## config.mk

```make
export PLATFORM = sky130hd
export DESIGN_NAME = preproc_sequencer_flat
export DESIGN_NICKNAME = d
export VERILOG_FILES = /design/src/rtl/preproc_sequencer_if.sv /design/src/rtl/preproc_sequencer.sv /design/src/flat_wrapper.sv
export SDC_FILE = /design/constraint.sdc
export NUM_CORES = 1
export LEC_CHECK = 0
export BUFFER_PORTS_ARGS = -buffer_cell sky130_fd_sc_hd__buf_2
export CORE_MARGIN = 1.5
export CORE_UTILIZATION = 35
export DETAILED_ROUTE_END_ITERATION = 16
export SLEW_MARGIN = 10
export SYNTH_ARGS = -nofsm -noshare
export SYNTH_HDL_FRONTEND = slang
export SYNTH_SLANG_ARGS = --single-unit
export TNS_END_PERCENT = 100
```

## constraint.sdc

```tcl
create_clock -name clk -period 4.3 [get_ports clk]
set_clock_uncertainty 0.15 [all_clocks]
set_input_delay 0.43 -clock clk [delete_from_list [all_inputs] [get_ports clk]]
set_output_delay 0.43 -clock clk [all_outputs]
set_load 0.01 [all_outputs]
```

## src/rtl/preproc_sequencer_if.sv

```systemverilog
// Sample-stream and integrator-output handshake bundle for preproc_sequencer.
// Optional build macro: SEQ_SAMPLE_IDX_EN adds the m_idx sample index.
interface preproc_sequencer_if;
  logic        s_valid;
  logic [7:0]  s_data;
  logic        s_ready;
  logic        m_valid;
  logic [12:0] m_data;
`ifdef SEQ_SAMPLE_IDX_EN
  logic [15:0] m_idx;

  modport master (output s_valid, s_data, input s_ready, m_valid, m_data, m_idx);
  modport slave  (input s_valid, s_data, output s_ready, m_valid, m_data, m_idx);
`else
  modport master (output s_valid, s_data, input s_ready, m_valid, m_data);
  modport slave  (input s_valid, s_data, output s_ready, m_valid, m_data);
`endif
endinterface

```

## src/rtl/preproc_sequencer.sv

```systemverilog
// Sequencer for the ECG preprocessing datapath: paces samples at a
// programmable rate, handles warm-up and flush, tags integrator outputs.
// Optional build macro: SEQ_SAMPLE_IDX_EN adds the m_idx output counter.
//
// state  | meaning
// IDLE   | stopped, tick generator held at 0
// WARMUP | feeding samples, integrator window not yet full
// RUN    | feeding samples, every tick yields an output
// FLUSH  | feeding zeros to drain the pipeline, every tick yields an output
module preproc_sequencer #(
  parameter int DIV_W     = 16,
  parameter int WARMUP    = 22,
  parameter int FLUSH_LEN = 22
) (
  input  logic                 clk,
  input  logic                 rst,
  input  logic                 enable,
  input  logic [DIV_W-1:0]     cfg_div,
  preproc_sequencer_if.slave   sif,
  output logic                 pp_ce,
  output logic                 pp_clr,
  output logic [7:0]           pp_xin,
  input  logic [12:0]          pp_yout,
  output logic                 busy,
  output logic [1:0]           state_o,
  output logic                 underrun
);

  localparam int SEQ_MAX = (WARMUP > FLUSH_LEN) ? WARMUP : FLUSH_LEN;
  localparam int CNT_W   = $clog2(SEQ_MAX + 1);

  typedef enum logic [1:0] {
    S_IDLE   = 2'd0,
    S_WARMUP = 2'd1,
    S_RUN    = 2'd2,
    S_FLUSH  = 2'd3
  } state_t;

  state_t           state, state_nxt;
  logic [DIV_W-1:0] per_cnt, div_q, div_eff;
  logic [CNT_W-1:0] seq_cnt;
  logic             tick, start, feed, out_pulse, warm_last, flush_last;
  logic             underrun_q, m_valid_q;
  logic [12:0]      m_data_q;

  // A zero divider behaves as one so the tick still fires every cycle.
  assign div_eff    = (cfg_div == '0) ? DIV_W'(1) : cfg_div;
  assign tick       = (state != S_IDLE) && (per_cnt == div_q - DIV_W'(1));
  assign warm_last  = (seq_cnt == CNT_W'(WARMUP - 1));
  assign flush_last = (seq_cnt == CNT_W'(FLUSH_LEN - 1));

  // State register.
  always_ff @(posedge clk or posedge rst) begin
    if (rst) state <= S_IDLE;
    else     state <= state_nxt;
  end

  // Next-state decode; enable is ignored in FLUSH until the drain completes.
  always_comb begin
    state_nxt = state;
    unique case (state)
      S_IDLE:   if (enable) state_nxt = S_WARMUP;
      S_WARMUP: begin
        if (!enable)                state_nxt = S_IDLE;
        else if (tick && warm_last) state_nxt = S_RUN;
      end
      S_RUN:    if (!enable) state_nxt = S_FLUSH;
      S_FLUSH:  if (tick && flush_last) state_nxt = S_IDLE;
      default:  state_nxt = S_IDLE;
    endcase
  end

  // Output decode: start pulse, sample feed, and which ticks produce output.
  always_comb begin
    start     = 1'b0;
    feed      = 1'b0;
    out_pulse = 1'b0;
    unique case (state)
      S_IDLE:   start = enable;
      S_WARMUP: begin
        feed      = tick;
        out_pulse = tick && enable && warm_last;
      end
      S_RUN: begin
        feed      = tick;
        out_pulse = tick;
      end
      S_FLUSH:  out_pulse = tick;
      default:  ;
    endcase
  end

  assign pp_ce       = tick;
  assign pp_clr      = start;
  assign sif.s_ready = feed & sif.s_valid;
  assign pp_xin      = sif.s_ready ? sif.s_data : 8'd0;
  assign busy        = (state != S_IDLE);
  assign state_o     = state;
  assign underrun    = underrun_q;
  assign sif.m_valid = m_valid_q;
  assign sif.m_data  = m_data_q;

  // Period counter and warm-up/flush tick counter; divider resampled on wrap.
  always_ff @(posedge clk or posedge rst) begin
    if (rst) begin
      per_cnt <= '0;
      div_q   <= DIV_W'(1);
      seq_cnt <= '0;
    end else if (start) begin
      per_cnt <= '0;
      div_q   <= div_eff;
      seq_cnt <= '0;
    end else if (state == S_IDLE) begin
      per_cnt <= '0;
    end else begin
      if (tick) begin
        per_cnt <= '0;
        div_q   <= div_eff;
      end else begin
        per_cnt <= per_cnt + DIV_W'(1);
      end
      if (state == S_RUN) seq_cnt <= '0;
      else if (tick)      seq_cnt <= seq_cnt + CNT_W'(1);
    end
  end

  // Sticky underrun flag and registered integrator output.
  always_ff @(posedge clk or posedge rst) begin
    if (rst) begin
      underrun_q <= 1'b0;
      m_valid_q  <= 1'b0;
      m_data_q   <= '0;
    end else begin
      if (start)                     underrun_q <= 1'b0;
      else if (feed && !sif.s_valid) underrun_q <= 1'b1;
      m_valid_q <= out_pulse;
      if (out_pulse) m_data_q <= pp_yout;
    end
  end

`ifdef SEQ_SAMPLE_IDX_EN
  logic [15:0] idx_nxt, m_idx_q;

  assign sif.m_idx = m_idx_q;

  // Output sample index, restarted with each run and wrapping naturally.
  always_ff @(posedge clk or posedge rst) begin
    if (rst) begin
      idx_nxt <= '0;
      m_idx_q <= '0;
    end else if (start) begin
      idx_nxt <= '0;
      m_idx_q <= '0;
    end else if (out_pulse) begin
      m_idx_q <= idx_nxt;
      idx_nxt <= idx_nxt + 16'd1;
    end
  end
`endif

endmodule

```

## src/flat_wrapper.sv

```systemverilog
// flat-port wrapper written by rule: the top's interface ports become plain ports
module preproc_sequencer_flat 
#(
  parameter int DIV_W     = 16,
  parameter int WARMUP    = 22,
  parameter int FLUSH_LEN = 22
)
  (clk, rst, enable, cfg_div, pp_ce, pp_clr, pp_xin, pp_yout, busy, state_o, underrun, sif_s_valid, sif_s_data, sif_s_ready, sif_m_valid, sif_m_data);
  preproc_sequencer_if sif_i ();
  input  logic clk;
  input  logic rst;
  input  logic enable;
  input  logic [DIV_W-1:0] cfg_div;
  output logic pp_ce;
  output logic pp_clr;
  output logic [7:0] pp_xin;
  input  logic [12:0] pp_yout;
  output logic busy;
  output logic [1:0] state_o;
  output logic underrun;
  input wire logic [$bits(sif_i.s_valid)-1:0] sif_s_valid;
  input wire logic [$bits(sif_i.s_data)-1:0] sif_s_data;
  output wire logic [$bits(sif_i.s_ready)-1:0] sif_s_ready;
  output wire logic [$bits(sif_i.m_valid)-1:0] sif_m_valid;
  output wire logic [$bits(sif_i.m_data)-1:0] sif_m_data;
  assign sif_i.s_valid = sif_s_valid;
  assign sif_i.s_data = sif_s_data;
  assign sif_s_ready = sif_i.s_ready;
  assign sif_m_valid = sif_i.m_valid;
  assign sif_m_data = sif_i.m_data;
  preproc_sequencer #(.DIV_W(DIV_W), .WARMUP(WARMUP), .FLUSH_LEN(FLUSH_LEN)) u_core (.clk(clk), .rst(rst), .enable(enable), .cfg_div(cfg_div), .sif(sif_i), .pp_ce(pp_ce), .pp_clr(pp_clr), .pp_xin(pp_xin), .pp_yout(pp_yout), .busy(busy), .state_o(state_o), .underrun(underrun));
endmodule
```

### Word level (Yosys, flattened, before mapping)

Cells that the tools add are included.

| word-level totals | value |
|---|---|
| bits in registers | 54 |
| input bits | 41 |
| logic and storage cells | 61 |

| operators by class | value |
|---|---|
| $add $sub $neg | 3 |
| equal/unequal tests | 10 |
| mux-type cells | 23 |
| bitwise gates (word level) | 1 |
| reductions and logical operators | 17 |

Operators by type and width:

| operator | number |
|---|---|
| two-way mux 16 bit | 7 |
| two-way mux 5 bit | 4 |
| adder 16 x 1 -> 16 bit (second input constant) | 1 |
| equality test 16 bit | 1 |
| logical NOT 16 bit | 1 |
| subtractor 16 x 1 -> 16 bit (second input constant) | 1 |
| two-way mux 2 bit | 5 |
| two-way mux 8 bit | 1 |
| case mux 2 bit (4 select lines) | 1 |
| != test 2 bit (second input constant) | 3 |
| nonzero test 2 bit | 3 |
| adder 5 x 1 -> 5 bit (second input constant) | 1 |
| equality test 5 bit (second input constant) | 1 |
| logical AND 1 bit | 5 |
| equality test 2 bit (second input constant) | 2 |
| two-way mux 1 bit | 4 |
| AND reduction 2 bit | 2 |
| AND reduction 4 bit | 1 |
| OR reduction 2 bit | 2 |
| != test 3 x 2 -> 1 bit (second input constant) | 1 |
| nonzero test 3 bit | 1 |
| equality test 2 x 1 -> 1 bit (second input constant) | 1 |
| logical NOT 2 bit | 1 |
| != test 2 x 1 -> 1 bit (second input constant) | 1 |
| other kinds (3) | 3 |

### Logic depth before layout (Yosys ltp)

| logic depth | value |
|---|---|
| word-level depth | 7 |
| gate-level depth with buffers | 11 |

### Worst setup path before layout

Ideal clock, no wire load.

| timing | value |
|---|---|
| path kind | flip-flop to output port |
| start point | register u_core.div_q[3] |
| end point | output port pp_xin[0] |
| arrival | 2.794 ns |
| data required time | 3.720 ns |
| slack | 0.926 ns |
| cell stages (with the launch flop) | 10 |
| buffers on the path | 2 |
| path through | dfrtp_1 buf_6 or4_4 or4_1 nand3_1 o21ai_2 or3_1 buf_2 nor3_2 and2_1 |

| on the way | value |
|---|---|
| cells in the longest elaborated chain, start to end | 6 |

RTL lines:

| element | RTL line | text |
|---|---|---|
| start: declaration | preproc_sequencer.sv:40 | `logic [DIV_W-1:0] per_cnt, div_q, div_eff;` |
| start signal: assignment | preproc_sequencer.sv:111 | `div_q <= div_eff;` |
| start signal: assignment | preproc_sequencer.sv:118 | `div_q <= div_eff;` |
| subtractor 16 x 1 -> 16 bit | preproc_sequencer.sv:48 | `assign tick = (state != S_IDLE) && (per_cnt == div_q - DIV_W'(1));` |
| equality test 16 bit | preproc_sequencer.sv:48 |  |
| logical AND 1 bit | preproc_sequencer.sv:48 |  |
| two-way mux 1 bit | preproc_sequencer.sv:78 | `unique case (state)` |
| AND 1 bit | preproc_sequencer.sv:95 | `assign sif.s_ready = feed & sif.s_valid;` |
| net sif_s_ready | flat_wrapper.sv:23 | `output wire logic [$bits(sif_i.s_ready)-1:0] sif_s_ready;` |
| two-way mux 8 bit | preproc_sequencer.sv:96 | `assign pp_xin = sif.s_ready ? sif.s_data : 8'd0;` |
| end: declaration | flat_wrapper.sv:16 | `output logic [7:0] pp_xin;` |

The timed path passes the listed nets, and every way through them passes these cells.

### Final worst setup path

| timing | value |
|---|---|
| start point | register u_core.div_q[0] |
| end point | output port pp_xin[3] |

| on the way | value |
|---|---|
| cells in the longest elaborated chain, start to end | 6 |

RTL lines:

| element | RTL line |
|---|---|
| subtractor 16 x 1 -> 16 bit | preproc_sequencer.sv:48 |
| equality test 16 bit | preproc_sequencer.sv:48 |
| logical AND 1 bit | preproc_sequencer.sv:48 |
| two-way mux 1 bit | preproc_sequencer.sv:78 |
| AND 1 bit | preproc_sequencer.sv:95 |
| two-way mux 8 bit | preproc_sequencer.sv:96 |

No other way between the ends.

==> results.md <==
* Met1 Track Usage GR at 0.218
* Clk_lat worst skew at about 0.32 ns
* Ant. Diodes at 0
* Pin count of the biggest net entering global routing at 55
* Area of the mapped netlist at approximately 3200 sq um
* MaxCap Viol Count at 0
* Final instance area at ~3700 sq um
* DRC Markers at 0
* Final Critical Period at around 4 ns
* Post-Synthesis Net Count at 360
* Number of top-level pins at 70
* Fin cells at 488
* Worst-path clk slew at around 0.11 ns
* Crit share post-route at 0.904
* Post-DRT Antenna Nets at 0
* First-pass GRT wire length at 12.3 mm
* Share of layout cells above drive strength 1 at 0.287
* Number of flops mapped to enable cells by yosys at 0
* Drt total wl at approximately 7.1 mm
* Post_cts resized at 0
* Final GP Congestion at about 0.82
* Post-synth ARST share at 1.00
* M2 GR Usage at 0.247
* Total core area at around 9000 sq um
* Routed vias/inst at around 5.3
* TritonCTS clock tree: built
* P per Cell Area at between 400 and 500 nW/um^2
* Post-CTS setup buffer count at 0
* Initial drt markers at 125
* Remaining global-route overflow at 0
* Slew Viols, Final at 0
* Sink Count at between 50 and 60
* Main flop type after synthesis: dfrtp_1
* Die height at roughly 98 um
* P_leak at 0.00173 uW
* DR vias at roughly 2600
* Hold WC Path Type: primary input to async pin
* Number of library cell types mapped by synthesis at between 50 and 60
* Vias in the first global route at roughly 2600
* Cts bufs inserted at 5
* Cell row count at 34
* H-tree Lvls at 2
* RSZ-0062 raised after global routing: false
* Final Setup Violations at 0
* Initial antenna violation count at 0
* Final Hold Slack at 0.146 ns
* Area grow syn2layout at 17.0%
* Critical path capture point type: output port
* Syn Inst Count at between 300 and 400
* VDD IR max at ~0.00014 V
* Reg2Reg Depth at 10
* Fillers at between 800 and 900
* Crit Path Class: register to output port
* Hold_buf cts at 0
* Cells after DPL at 480
* DIE AREA at about 9700 sq um
* Worst-margin pin slew at 0.940 ns
* Hold Vio Cnt, Final at 0
* NumNets Final at between 400 and 500
* Final Util at 0.424
* CP startpoint kind: register
* Post-DP HPWL at 5.31 mm
* Worst R2R Start: u_core.div_q[0]
* Gr busiest metal: met2
* CP Launch Point: u_core.div_q[0]
* Status: completed
* Avg WL per Cell at around 15 um
* GR Util met3 at 0.0229
* Post-route setup TNS at 0 ns
* Starting Density at 0.362
* Seq/Total Area, Yosys at 0.426
* Critical Path Fanout Max at 9
* Critical path required time at 3.72 ns
* Die width at a little under 100 um
* FF+latch count, synth at 54
* Max Fclk at between 0.2 and 0.3 GHz
* Yosys warning count at 0
* DP Area at 3620 sq um
* Total global-route track usage at 0.153
* Synthesized area per cell at about 10 sq um
* Reg2Reg Setup Slack at approximately 0.71 ns
* Worst r2r dst: u_core.sif.m_data[9]
* Data arrival, critical path at between 3 and 4 ns
* Relative slew margins at 0.373
* First drt pass iteration count at 4
* CTS max path bufs at 2
* CTS root buf: clkbuf_8
* IO buf count at 69
-- cell type report --
cell class              count  area, sq um  share of cell area
clock buffers               5         68.8              0.0185
flip-flops and latches     54         1350               0.364
well taps                 108          135              0.0364
inverters                  10         37.5              0.0101
multi-input cells         236         1720               0.464
clock inverters             3         28.8             0.00775
repair buffers             72          368              0.0990
-- metal layers --
| layer | up-vias | part of all wire |
|---|---|---|
| met4 | 0 | 0.012 |
| met5 | - | 0 |
| met1 | 1262 | 0.48 |
| li1 | 1258 | - |
| met3 | 9 | 0.035 |
| met2 | 59 | 0.48 |
-- power breakdown --
group | internal [uW] | total (uW) | switching, uW
clock | 121 | 309 | 188
combinational | 280 | 595 | 315
sequential | 604 | 766 | 162
-- kinds of logic (layout without fill, tap and decap cells) --
logic type	after synthesis	after routing	share of synthesized area
compound gates	27	27	0.0583
xor+xnor	31	31	0.0898
fa+ha+maj	8	8	0.0315
buf+inv	21	90	0.0311
flops	54	54	0.426
mux	34	34	0.118
simple gates	136	136	0.245
-- how the worst max path moves through the flow --
stage / slack [ns] / cells past startpoint / end
2_1_floorplan: 0.93 / 9 / pp_xin[0]
3_3_place_gp: 0.84 / 10 / pp_xin[7]
3_5_place_dp: 0.77 / 10 / pp_xin[3]
4_1_cts: 0.40 / 10 / pp_xin[3]
5_1_grt: 0.16 / 10 / pp_xin[1]
6_report: 0.41 / 10 / pp_xin[3]
-- flip-flops by register name, indices dropped and copies added, names as in the netlist, named ones only --
| signal | count |
|---|---|
| u_core.div_q | 16 |
| u_core.per_cnt | 16 |
| u_core.sif.m_data | 13 |
| u_core.seq_cnt | 5 |
| u_core.sif.m_valid | 1 |
| u_core.state_o | 1 |
| u_core.underrun | 1 |
-- cells in the mapped netlist, types with 2 or more instances --
cell,number,share of area
nor3_1,25,0.039
inv_1,10,0.012
xor2_1,20,0.055
nor4_1,8,0.016
o21ai_0,7,0.011
nor4_2,2,0.0079
nand2b_1,6,0.012
o22ai_1,2,0.0039
nand4b_1,3,0.0083
mux2_2,19,0.067
mux2i_1,6,0.019
or4_1,3,0.0071
xnor2_1,10,0.028
nor3b_1,2,0.0047
and2_1,10,0.020
or3_1,11,0.022
clkbuf_1,7,0.0083
a21oi_1,4,0.0063
a31oi_1,2,0.0039
and3_1,4,0.0079
nand3_1,15,0.024
ha_1,8,0.032
nor2_1,12,0.014
nand2_1,19,0.022
o31ai_1,2,0.0047
buf_6,2,0.0071
nand4_1,4,0.0079
nand3b_1,4,0.0095
mux2_1,9,0.032
nor3_2,2,0.0063
dfrtp_1,53,0.42
-- critical path, cell delays in order, from the launching register on --
cell and delay [ns]:
dfstp_2 0.57, inv_1 0.06, ha_1 0.24, nand2b_1 0.16, nor3_1 0.10, or4_1 0.55, and2_1 0.19, or3_1 0.44
nor3_2 0.37, and2_1 0.19, buf_2 0.12
-- cell usage in the layout, fill, tap and decap left out, types with 2 or more instances in the layout --
cell / netlist / layout
mux2_2: 19 / 19
or3_1: 11 / 11
clkinv_4: 0 / 2
a31oi_1: 2 / 2
nand3_1: 15 / 15
clkbuf_8: 0 / 5
nor3_1: 25 / 25
nand3b_1: 4 / 4
buf_2: 1 / 69
or4_1: 3 / 3
o21ai_0: 7 / 7
mux2_1: 9 / 9
dfrtp_1: 53 / 53
nor3b_1: 2 / 2
and2_1: 10 / 10
o31ai_1: 2 / 2
buf_4: 1 / 3
and3_1: 4 / 4
inv_1: 10 / 9
xnor2_1: 10 / 10
nor2_1: 12 / 12
o22ai_1: 2 / 2
nand4_1: 4 / 4
nand4b_1: 3 / 3
mux2i_1: 6 / 6
xor2_1: 20 / 20
nor3_2: 2 / 2
nand2b_1: 6 / 6
nor4_1: 8 / 8
nor4_2: 2 / 2
a21oi_1: 4 / 4
ha_1: 8 / 8
nand2_1: 19 / 19
-- through the flow --
step | setup WS, ns | total power (uW)
6_report | 0.411 | 1670
5_1_grt | 0.156 | 1790
4_1_cts | 0.405 | 1680
3_5_place_dp | 0.775 | 1370
3_3_place_gp | 0.837 | 1360
2_1_floorplan | 0.926 | 1220
Power figures use the tool's default switching activity.
